[src/rtl/lfsr32_if.sv]
// lfsr32_if: control/data bundle for the lfsr32 pseudo-random word generator.
//   init  master->slave  synchronous seed load request (wins over go)
//   go    master->slave  advance one step this cycle
//   seed  master->slave  N-bit value loaded when init=1
//   q     slave->master  current register contents (registered)
interface lfsr32_if #(
   parameter int N = 32
);
   logic         init;
   logic         go;
   logic [N-1:0] seed;
   logic [N-1:0] q;

   modport master (output init, output go, output seed, input q);
   modport slave  (input init, input go, input seed, output q);
endinterface

[src/rtl/lfsr32.sv]
// lfsr32: N-bit Fibonacci LFSR. A seed is loaded with init; each cycle go is
// high the register shifts right by one with the tap parity entering the MSB.
// With neither request the value is held. The all-zero state locks up until
// re-seeded.
//   clk   in   clock, rising edge
//   rst   in   asynchronous active-high reset, forces q to RST_VAL
//   bus   slave modport of lfsr32_if (init, go, seed in; q out)
module lfsr32 #(
   parameter int           N       = 32,
   parameter logic [N-1:0] TAPS    = 32'hC000_0401,
   parameter logic [N-1:0] RST_VAL = 32'h0000_0001
) (
   input  logic     clk,
   input  logic     rst,
   lfsr32_if.slave  bus
);

   logic [N-1:0] q_q;
   logic [N-1:0] q_d;
   logic         fb;

   // Feedback is the parity of the tapped bits of the current state.
   assign fb = ^(q_q & TAPS);

   always_comb begin
      q_d = q_q;
      if (bus.init) begin
         q_d = bus.seed;
      end else if (bus.go) begin
         q_d = {fb, q_q[N-1:1]};
      end
   end

   always_ff @(posedge clk or posedge rst) begin
      if (rst) begin
         q_q <= RST_VAL;
      end else begin
         q_q <= q_d;
      end
   end

   assign bus.q = q_q;

endmodule

[src/flat_wrapper.sv]
// flat-port wrapper written by rule: the top's interface ports become plain ports
module lfsr32_flat 
#(
   parameter int           N       = 32,
   parameter logic [N-1:0] TAPS    = 32'hC000_0401,
   parameter logic [N-1:0] RST_VAL = 32'h0000_0001
)
  (clk, rst, bus_init, bus_go, bus_seed, bus_q);
  lfsr32_if #(.N(N)) bus_i ();
  input  logic clk;
  input  logic rst;
  input wire logic [$bits(bus_i.init)-1:0] bus_init;
  input wire logic [$bits(bus_i.go)-1:0] bus_go;
  input wire logic [$bits(bus_i.seed)-1:0] bus_seed;
  output wire logic [$bits(bus_i.q)-1:0] bus_q;
  assign bus_i.init = bus_init;
  assign bus_i.go = bus_go;
  assign bus_i.seed = bus_seed;
  assign bus_q = bus_i.q;
  lfsr32 #(.N(N), .TAPS(TAPS), .RST_VAL(RST_VAL)) u_core (.clk(clk), .rst(rst), .bus(bus_i));
endmodule
[config.mk]
export PLATFORM = sky130hd
export DESIGN_NAME = lfsr32_flat
export DESIGN_NICKNAME = d
export VERILOG_FILES = /design/src/rtl/lfsr32_if.sv /design/src/rtl/lfsr32.sv /design/src/flat_wrapper.sv
export SDC_FILE = /design/constraint.sdc
export NUM_CORES = 1
export LEC_CHECK = 0
export CELL_PAD_IN_SITES_DETAIL_PLACEMENT = 0
export CELL_PAD_IN_SITES_GLOBAL_PLACEMENT = 1
export CORE_MARGIN = 5
export CORE_UTILIZATION = 30
export DETAILED_ROUTE_END_ITERATION = 12
export PLACE_DENSITY = 0.8
export SYNTH_ARGS = -nofsm -noshare
export SYNTH_HDL_FRONTEND = slang
export SYNTH_SLANG_ARGS = --single-unit
[constraint.sdc]
create_clock -name clk -period 1.6 [get_ports clk]
set_input_delay 0.32 -clock clk [delete_from_list [all_inputs] [get_ports clk]]
set_output_delay 0.32 -clock clk [all_outputs]
set_load 0.03 [all_outputs]
# Word level (Yosys, flattened, before mapping)
# Index checks and enable logic that the tools add are counted.
# Widths: inputs -> output; s select.
[op_classes] reduce_logical=2 muxes=2
[ops] op="$mux 32" count=2
[ops] op="$reduce_xor 32->1" count=1
[ops] op="$reduce_bool 2->1" count=1
[word_totals] register_bits=32

# Depth between registers and ports, before layout
# Gate-level depths: netlist of the first run.
[logic_depth] ltp_word=3 depth_mapped=5 ltp_nobuf=3

# Worst setup path after synthesis of the first run
# No wires, ideal clock.
[synth_timing] path_kind="flip-flop to flip-flop" startpoint="register u_core.q_q[30], in the netlist u_core.bus.q[30]" endpoint="register u_core.q_q[31], in the netlist u_core.bus.q[31]" arrival_time_ns=1.246 slack_ns=0.285 path_buffers=0 stages_incl_launch_ff=4 cell_sequence="dfrtp_1 > or4b_1 > a21oi_1 > nand3b_1"
[synth_via] elab_chain_len=3
[synth_lines] item="start, declared" line="lfsr32.sv:18" rtl="logic [N-1:0] q_q;"
[synth_lines] item="start signal, assigned" line="lfsr32.sv:38" rtl="q_q <= q_d;"
[synth_lines] item="$reduce_xor 32->1" line="lfsr32.sv:23" rtl="assign fb = ^(q_q & TAPS);"
[synth_lines] item="$mux 32" line="lfsr32.sv:29" rtl="end else if (bus.go) begin"
[synth_lines] item="$mux 32" line="lfsr32.sv:27" rtl="if (bus.init) begin"
# No other way between the ends. The select of a mux whose other input is x is not followed.
# A chain may end at the register's enable or synchronous reset.

# Worst setup path after layout of the first run
[layout_timing] startpoint="register u_core.q_q[0], in the netlist u_core.bus.q[0]" endpoint="output port bus_q[0]"
[layout_rtl] item="end, declared" line="flat_wrapper.sv:15" rtl="output wire logic [$bits(bus_i.q)-1:0] bus_q;"
# No word-level cell between the ends.

==> results of run 1 <==
cell usage after synthesis:
| library cell | count |
|---|---|
| o21ai_0 | 32 |
| dfrtp_1 | 31 |
| mux2i_1 | 31 |
| nand2_1 | 31 |
| clkbuf_1 | 5 |
| buf_2 | 4 |
| a21oi_1 | 2 |
| buf_4 | 2 |
| nand3b_1 | 2 |
| nor3b_1 | 2 |
| dfstp_2 | 1 |
| inv_1 | 1 |
| nor4bb_1 | 1 |
| or4b_1 | 1 |
| xnor2_1 | 1 |
per-layer routing:
metal / wire, µm / track usage (%) / up-vias / share of wire, %
li1: - / - / 651 / -
met1: 1630 / 14.6 / 566 / 43
met2: 1820 / 20.0 / 38 / 48
met3: 279 / 4.21 / 6 / 7.4
met4: 53 / 6.25 / 0 / 1.4
met5: 0 / 0 / - / 0
worst min path at each step:
| stage | end | cells after the start |
|---|---|---|
| 6_report | u_core.bus.q[6]$_DFFE_PP0P_ | 2 |
| 5_1_grt | u_core.bus.q[6]$_DFFE_PP0P_ | 2 |
| 4_1_cts | u_core.bus.q[6]$_DFFE_PP0P_ | 2 |
| 3_5_place_dp | u_core.bus.q[0]$_DFFE_PP1P_ | 2 |
| 3_3_place_gp | u_core.bus.q[3]$_DFFE_PP0P_ | 2 |
| 2_1_floorplan | u_core.bus.q[0]$_DFFE_PP1P_ | 2 |
cell families (layout without fill, tap and decap cells):
kind of cell,count (synthesis),after routing
AOI/OAI and AO/OA,34,34
muxes,31,31
buffers and inverters,12,84
and+or+nand+nor,37,37
xor gates and xnor gates,1,1
DFF,32,32
power by group through the flow:
stage / registers [mW] / clock network [mW] / logic [mW]
finish: 0.966 / 0.631 / 0.620
global route: 0.981 / 0.696 / 0.672
CTS: 0.969 / 0.660 / 0.629
detailed placement: 0.987 / 0 / 0.690
global placement: 0.983 / 0 / 0.691
floorplan: 1.16 / 0 / 0.181
through the flow:
step	util [%]	hold WS, ns	power [mW]	cells	area, µm²
CTS	48.3	0.283	2.26	286	2330
detailed placement	47.3	0.579	1.68	278	2280
finish	48.3	0.296	2.22	286	2330
floorplan	-	0.427	1.34	147	1520
global placement	47.3	0.580	1.67	278	2280
global route	48.3	0.304	2.35	286	2330
area by class of cell:
class | instances | area share (%)
flip-flops and latches | 32 | 34.4
repair buffers | 75 | 29.8
multi-input cells | 103 | 28.2
clock buffers | 8 | 3.87
well taps | 67 | 3.60
inverters | 1 | 0.161
repair_timing:
action / 4_1_cts / 5_1_grt
endpoints found under the setup margin: 32 / 0
gates resized for setup: 32 / 0
hold buffers: 0 / 0
==> impl_metrics.toml, run 1 <==
[timing]
period_minus_slack_ns = 1.55
rsz0062_at_grt = "no"
worstMarginPinSlew_ns = 0.336
slew_headroom_pct = 77.7
postLayoutSetupSlackWorst_ns = 0.0453
fin_skew_ns = 0.00285
setup_viol = 0
post-route-period-util_pct = 97.2
final_hold_viol_count = 0
fmax_mhz = 643
drv_slew = 0
timing.setup.tns_ns = 0

[worst_setup_path]
cpPeakStageDelay_ns = 0.56
r2r_setup_slack_ns = 0.28
critical_path.startpoint_type = "flop"
critical_path.max_fanout = 3
crit_start = "u_core.bus.q[0]$_DFFE_PP1P_"
r2r_cells = 4
critPathBufInv = 1
crit_chain = "dlygate4sd2_1"
crit_type = "flop to primary output"
reg2reg_to = "u_core.bus.q[31]$_DFFE_PP0P_"
critPathSlowestCell = "dfstp_2"
reg2reg_from = "u_core.bus.q[30]$_DFFE_PP0P_"
crit_family = "flip-flops"
cp_data_arrival_time_ns = 1.23
end_kind = "primary output"
required_ns = 1.28
cp-endpoint = "bus_q[0]"
cp_num_cells = 1

[logic_synthesis]
synth_top_family_by_area = "multiplexers"
synthCells = 147
yosysSeqAreaShare_pct = 52.9
synth-seq-cells = 32
yosysWarnings = 0
synthMuxAreaShare_pct = 20.5
synth.distinct_cells = 15
synth_top_cell_area_share_pct = 51.2
yosys.area_share.simple_pct = 11.0
synth-xor-area-share_pct = 0.578
synth_area_leaders = "dfrtp_1 51%, mux2i_1 20%, o21ai_0 11%, nand2_1 7.7%, dfstp_2 1.7%"
syn-num-nets = 183
synth_compound_area_share_pct = 11.2
yosys.area.top_type = "dfrtp_1"
syn-cell-area_um2 = 1520
syn_avg_cell_area_um2 = 10.3
synthAdderAreaFrac_pct = 0

[global_route]
grt_pass1_wl_um = 6110
grt_antenna_before_repair = 0
grt_pass1_vias = 1307
grt_usage_pct = 12.4
grt.overflow.total = 0
grt_max_degree = 35

[finish]
final_nets = 254
multiInputGateArea_um2 = 656
drive_gt1_share_pct = 7.76
largest_reg_flops = 32
antennaDiodeCount = 0
final_cell_mix = "33 x clkdlybuf4s50_1, 32 x o21ai_0, 32 x dlygate4sd2_1"
final_common_cell = "clkdlybuf4s50_1"
num-fill-cells = 506
synthToLayoutAreaGrowth_pct = 53.7
ff_latch_area_um2 = 802

[placement]
portBuffers = 67
dpl.hpwl_um = 2780
gp_congestion = 0.713
post-place-ws_ns = 0.0726

[clock_tree]
cts_sinks = 32
cts_tree = "yes"
clockBufferDepth = 2
numCtsBuffers = 5
root_buffer = "clkbuf_8"
cts.clk_slew.worst_paths_ns = 0.06
cts_post_setup_buffers_inserted = 0
htree_levels = 2
clock_latency_ns = 0.28

[power]
p_leak_nw = 1.11
vdd_drop_max_uv = 621
switching_share_pct = 31.6
cellPowerDensity_nw_per_um2 = 952
seq_power_share_pct = 43.6
clkPwrFrac_pct = 28.5
p_comb_share_pct = 28.0
p_sw_mw = 0.701
internal_power_mw = 1.52

[die]
die_h_um = 81.1
num_rows = 25
die_area_um2 = 6570
die_x_um = 81.1
boundaryPins = 68
start_util_pct = 31.5
coreArea_um2 = 4820

[drt]
vias = 1261
dr.pass1.iters = 4
drt-total-wl_um = 3780
detail_route.wl_per_cell_um = 13.2
ant_nets = 0
drt_iter0_drc = 45
drc = 0
vias_per_cell = 4.41

[hold_path]
hold_class = "primary input to flop"
hold_start = "bus_init"

[run]
cap_violations = 0

[outcome]
run_status = "finished clean"
No activity file was read; power rests on OpenSTA's default activity.
==> run 2: changes to the inputs <==
--- a/config.mk
+++ b/config.mk
@@ -7,10 +7,13 @@
 export LEC_CHECK = 0
 export CELL_PAD_IN_SITES_DETAIL_PLACEMENT = 0
 export CELL_PAD_IN_SITES_GLOBAL_PLACEMENT = 1
+export CORE_ASPECT_RATIO = 1.5
 export CORE_MARGIN = 5
 export CORE_UTILIZATION = 30
 export DETAILED_ROUTE_END_ITERATION = 12
 export PLACE_DENSITY = 0.8
+export REMOVE_ABC_BUFFERS = 1
+export SLEW_MARGIN = 10
 export SYNTH_ARGS = -nofsm -noshare
 export SYNTH_HDL_FRONTEND = slang
 export SYNTH_SLANG_ARGS = --single-unit
==> impl_metrics.toml, run 2 (same netlist as run 1, synthesis figures left out) <==
[timing]
slew_headroom_pct = 77.6
drv_slew = 0
final_hold_viol_count = 0
rsz0062_at_grt = "no"
worstMarginPinSlew_ns = 0.337
period_minus_slack_ns = 1.54
post-route-period-util_pct = 96.2
fmax_mhz = 649
fin_skew_ns = 0.00205
setup_viol = 0
timing.setup.tns_ns = 0

[worst_setup_path]
critical_path.startpoint_type = "flop"
critPathBufInv = 1
cpPeakStageDelay_ns = 0.55
critPathSlowestCell = "dfstp_2"
cp_data_arrival_time_ns = 1.22
critical_path.max_fanout = 3
required_ns = 1.28
end_kind = "primary output"
crit_family = "flip-flops"
crit_chain = "dlygate4sd2_1"
crit_type = "flop to primary output"

[finish]
final_common_cell = "clkdlybuf4s50_1"
final_util_pct = 47.1
antennaDiodeCount = 0
final_nets = 254
stdcell_count = 284
synthToLayoutAreaGrowth_pct = 51.9
num-fill-cells = 506
final_cell_mix = "33 x clkdlybuf4s50_1, 32 x o21ai_0, 32 x dlygate4sd2_1"
drive_gt1_share_pct = 7.80
largest_reg_flops = 32

[die]
num_rows = 31
start_util_pct = 31.0
coreArea_um2 = 4890
die_area_um2 = 6600
boundaryPins = 68
die_h_um = 97.0
die_x_um = 68.0

[power]
cellPowerDensity_nw_per_um2 = 927
p_comb_share_pct = 28.2
p_total_mw = 2.13
p_sw_mw = 0.682
seq_power_share_pct = 45.5
p_leak_nw = 1.10
vdd_drop_max_uv = 396
internal_power_mw = 1.45
switching_share_pct = 31.9
clkPwrFrac_pct = 26.3

[global_route]
grt.overflow.total = 0
grt_antenna_before_repair = 0
grt_pass1_vias = 1310
grt_usage_pct = 11.7
grt_pass1_wl_um = 6000
grt_max_degree = 36

[drt]
vias = 1278
dr.pass1.iters = 3
drt_iter0_drc = 37
drc = 0
ant_nets = 0
detail_route.wl_per_cell_um = 13.2
vias_per_cell = 4.50
drt-total-wl_um = 3760

[clock_tree]
clock_latency_ns = 0.27
cts_resized = 32
cts_sinks = 32
htree_levels = 2
cts_post_setup_buffers_inserted = 0
clockBufferDepth = 2
cts_tree = "yes"
numCtsBuffers = 5
cts.clk_slew.worst_paths_ns = 0.06
root_buffer = "clkbuf_8"
ctsHoldBuffers = 0

[placement]
dpl.hpwl_um = 2820
gp_congestion = 0.679
numPlacedInstances = 277
portBuffers = 67

[hold_path]
hold_class = "primary input to asynchronous set/reset pin"

[run]
cap_violations = 0

[outcome]
run_status = "finished clean"
[run 2: layout make-up]
type                       instances  area [µm²]  share of cell area [%]
sequential                        32         802                    34.8
timing repair buffer              75         681                    29.6
multi-input combinational        103         656                    28.5
tap                               66        82.6                    3.59
clock buffer                       6        72.6                    3.15
clock inverter                     1        5.00                   0.217
inverter                           1        3.75                   0.163
[run 2: final timing paths]
path	startpoint	to	slack (ns)	depth (start not counted)
min in group clk	bus_init	u_core.bus.q[31]$_DFFE_PP0P_	0.52	4
max in group asynchronous	rst	u_core.bus.q[8]$_DFFE_PP0P_	0.96	3
hold / removal	rst	u_core.bus.q[11]$_DFFE_PP0P_	0.35	3
setup reg to reg	u_core.bus.q[30]$_DFFE_PP0P_	u_core.bus.q[31]$_DFFE_PP0P_	0.28	4
hold reg to reg	u_core.bus.q[14]$_DFFE_PP0P_	u_core.bus.q[14]$_DFFE_PP0P_	0.58	2
setup / recovery	u_core.bus.q[0]$_DFFE_PP1P_	bus_q[0]	0.06	1
[run 2: power by group through the flow]
stage / sequential (mW) / clock, mW / combinational [mW]
finish: 0.970 / 0.561 / 0.603
floorplan: 1.16 / 0 / 0.143
global placement: 0.990 / 0 / 0.667
global route: 0.985 / 0.629 / 0.652
detailed placement: 0.990 / 0 / 0.675
CTS: 0.973 / 0.595 / 0.614
[run 2: stage by stage]
stage          hold WS [ns]  worst slack [ns]  area, µm²
4_1_cts               0.347            0.0433       2300
3_5_place_dp          0.588            0.0800       2260
6_report              0.350            0.0601       2300
2_1_floorplan         0.395             0.285       1460
3_3_place_gp          0.569            0.0914       2260
5_1_grt               0.375            0.0288       2300
[run 2: metal layers]
metal	routed length [µm]	GRT usage, %
met2	1870	18.9
met4	35	4.13
met3	266	4.06
met5	0	0
met1	1590	14.0
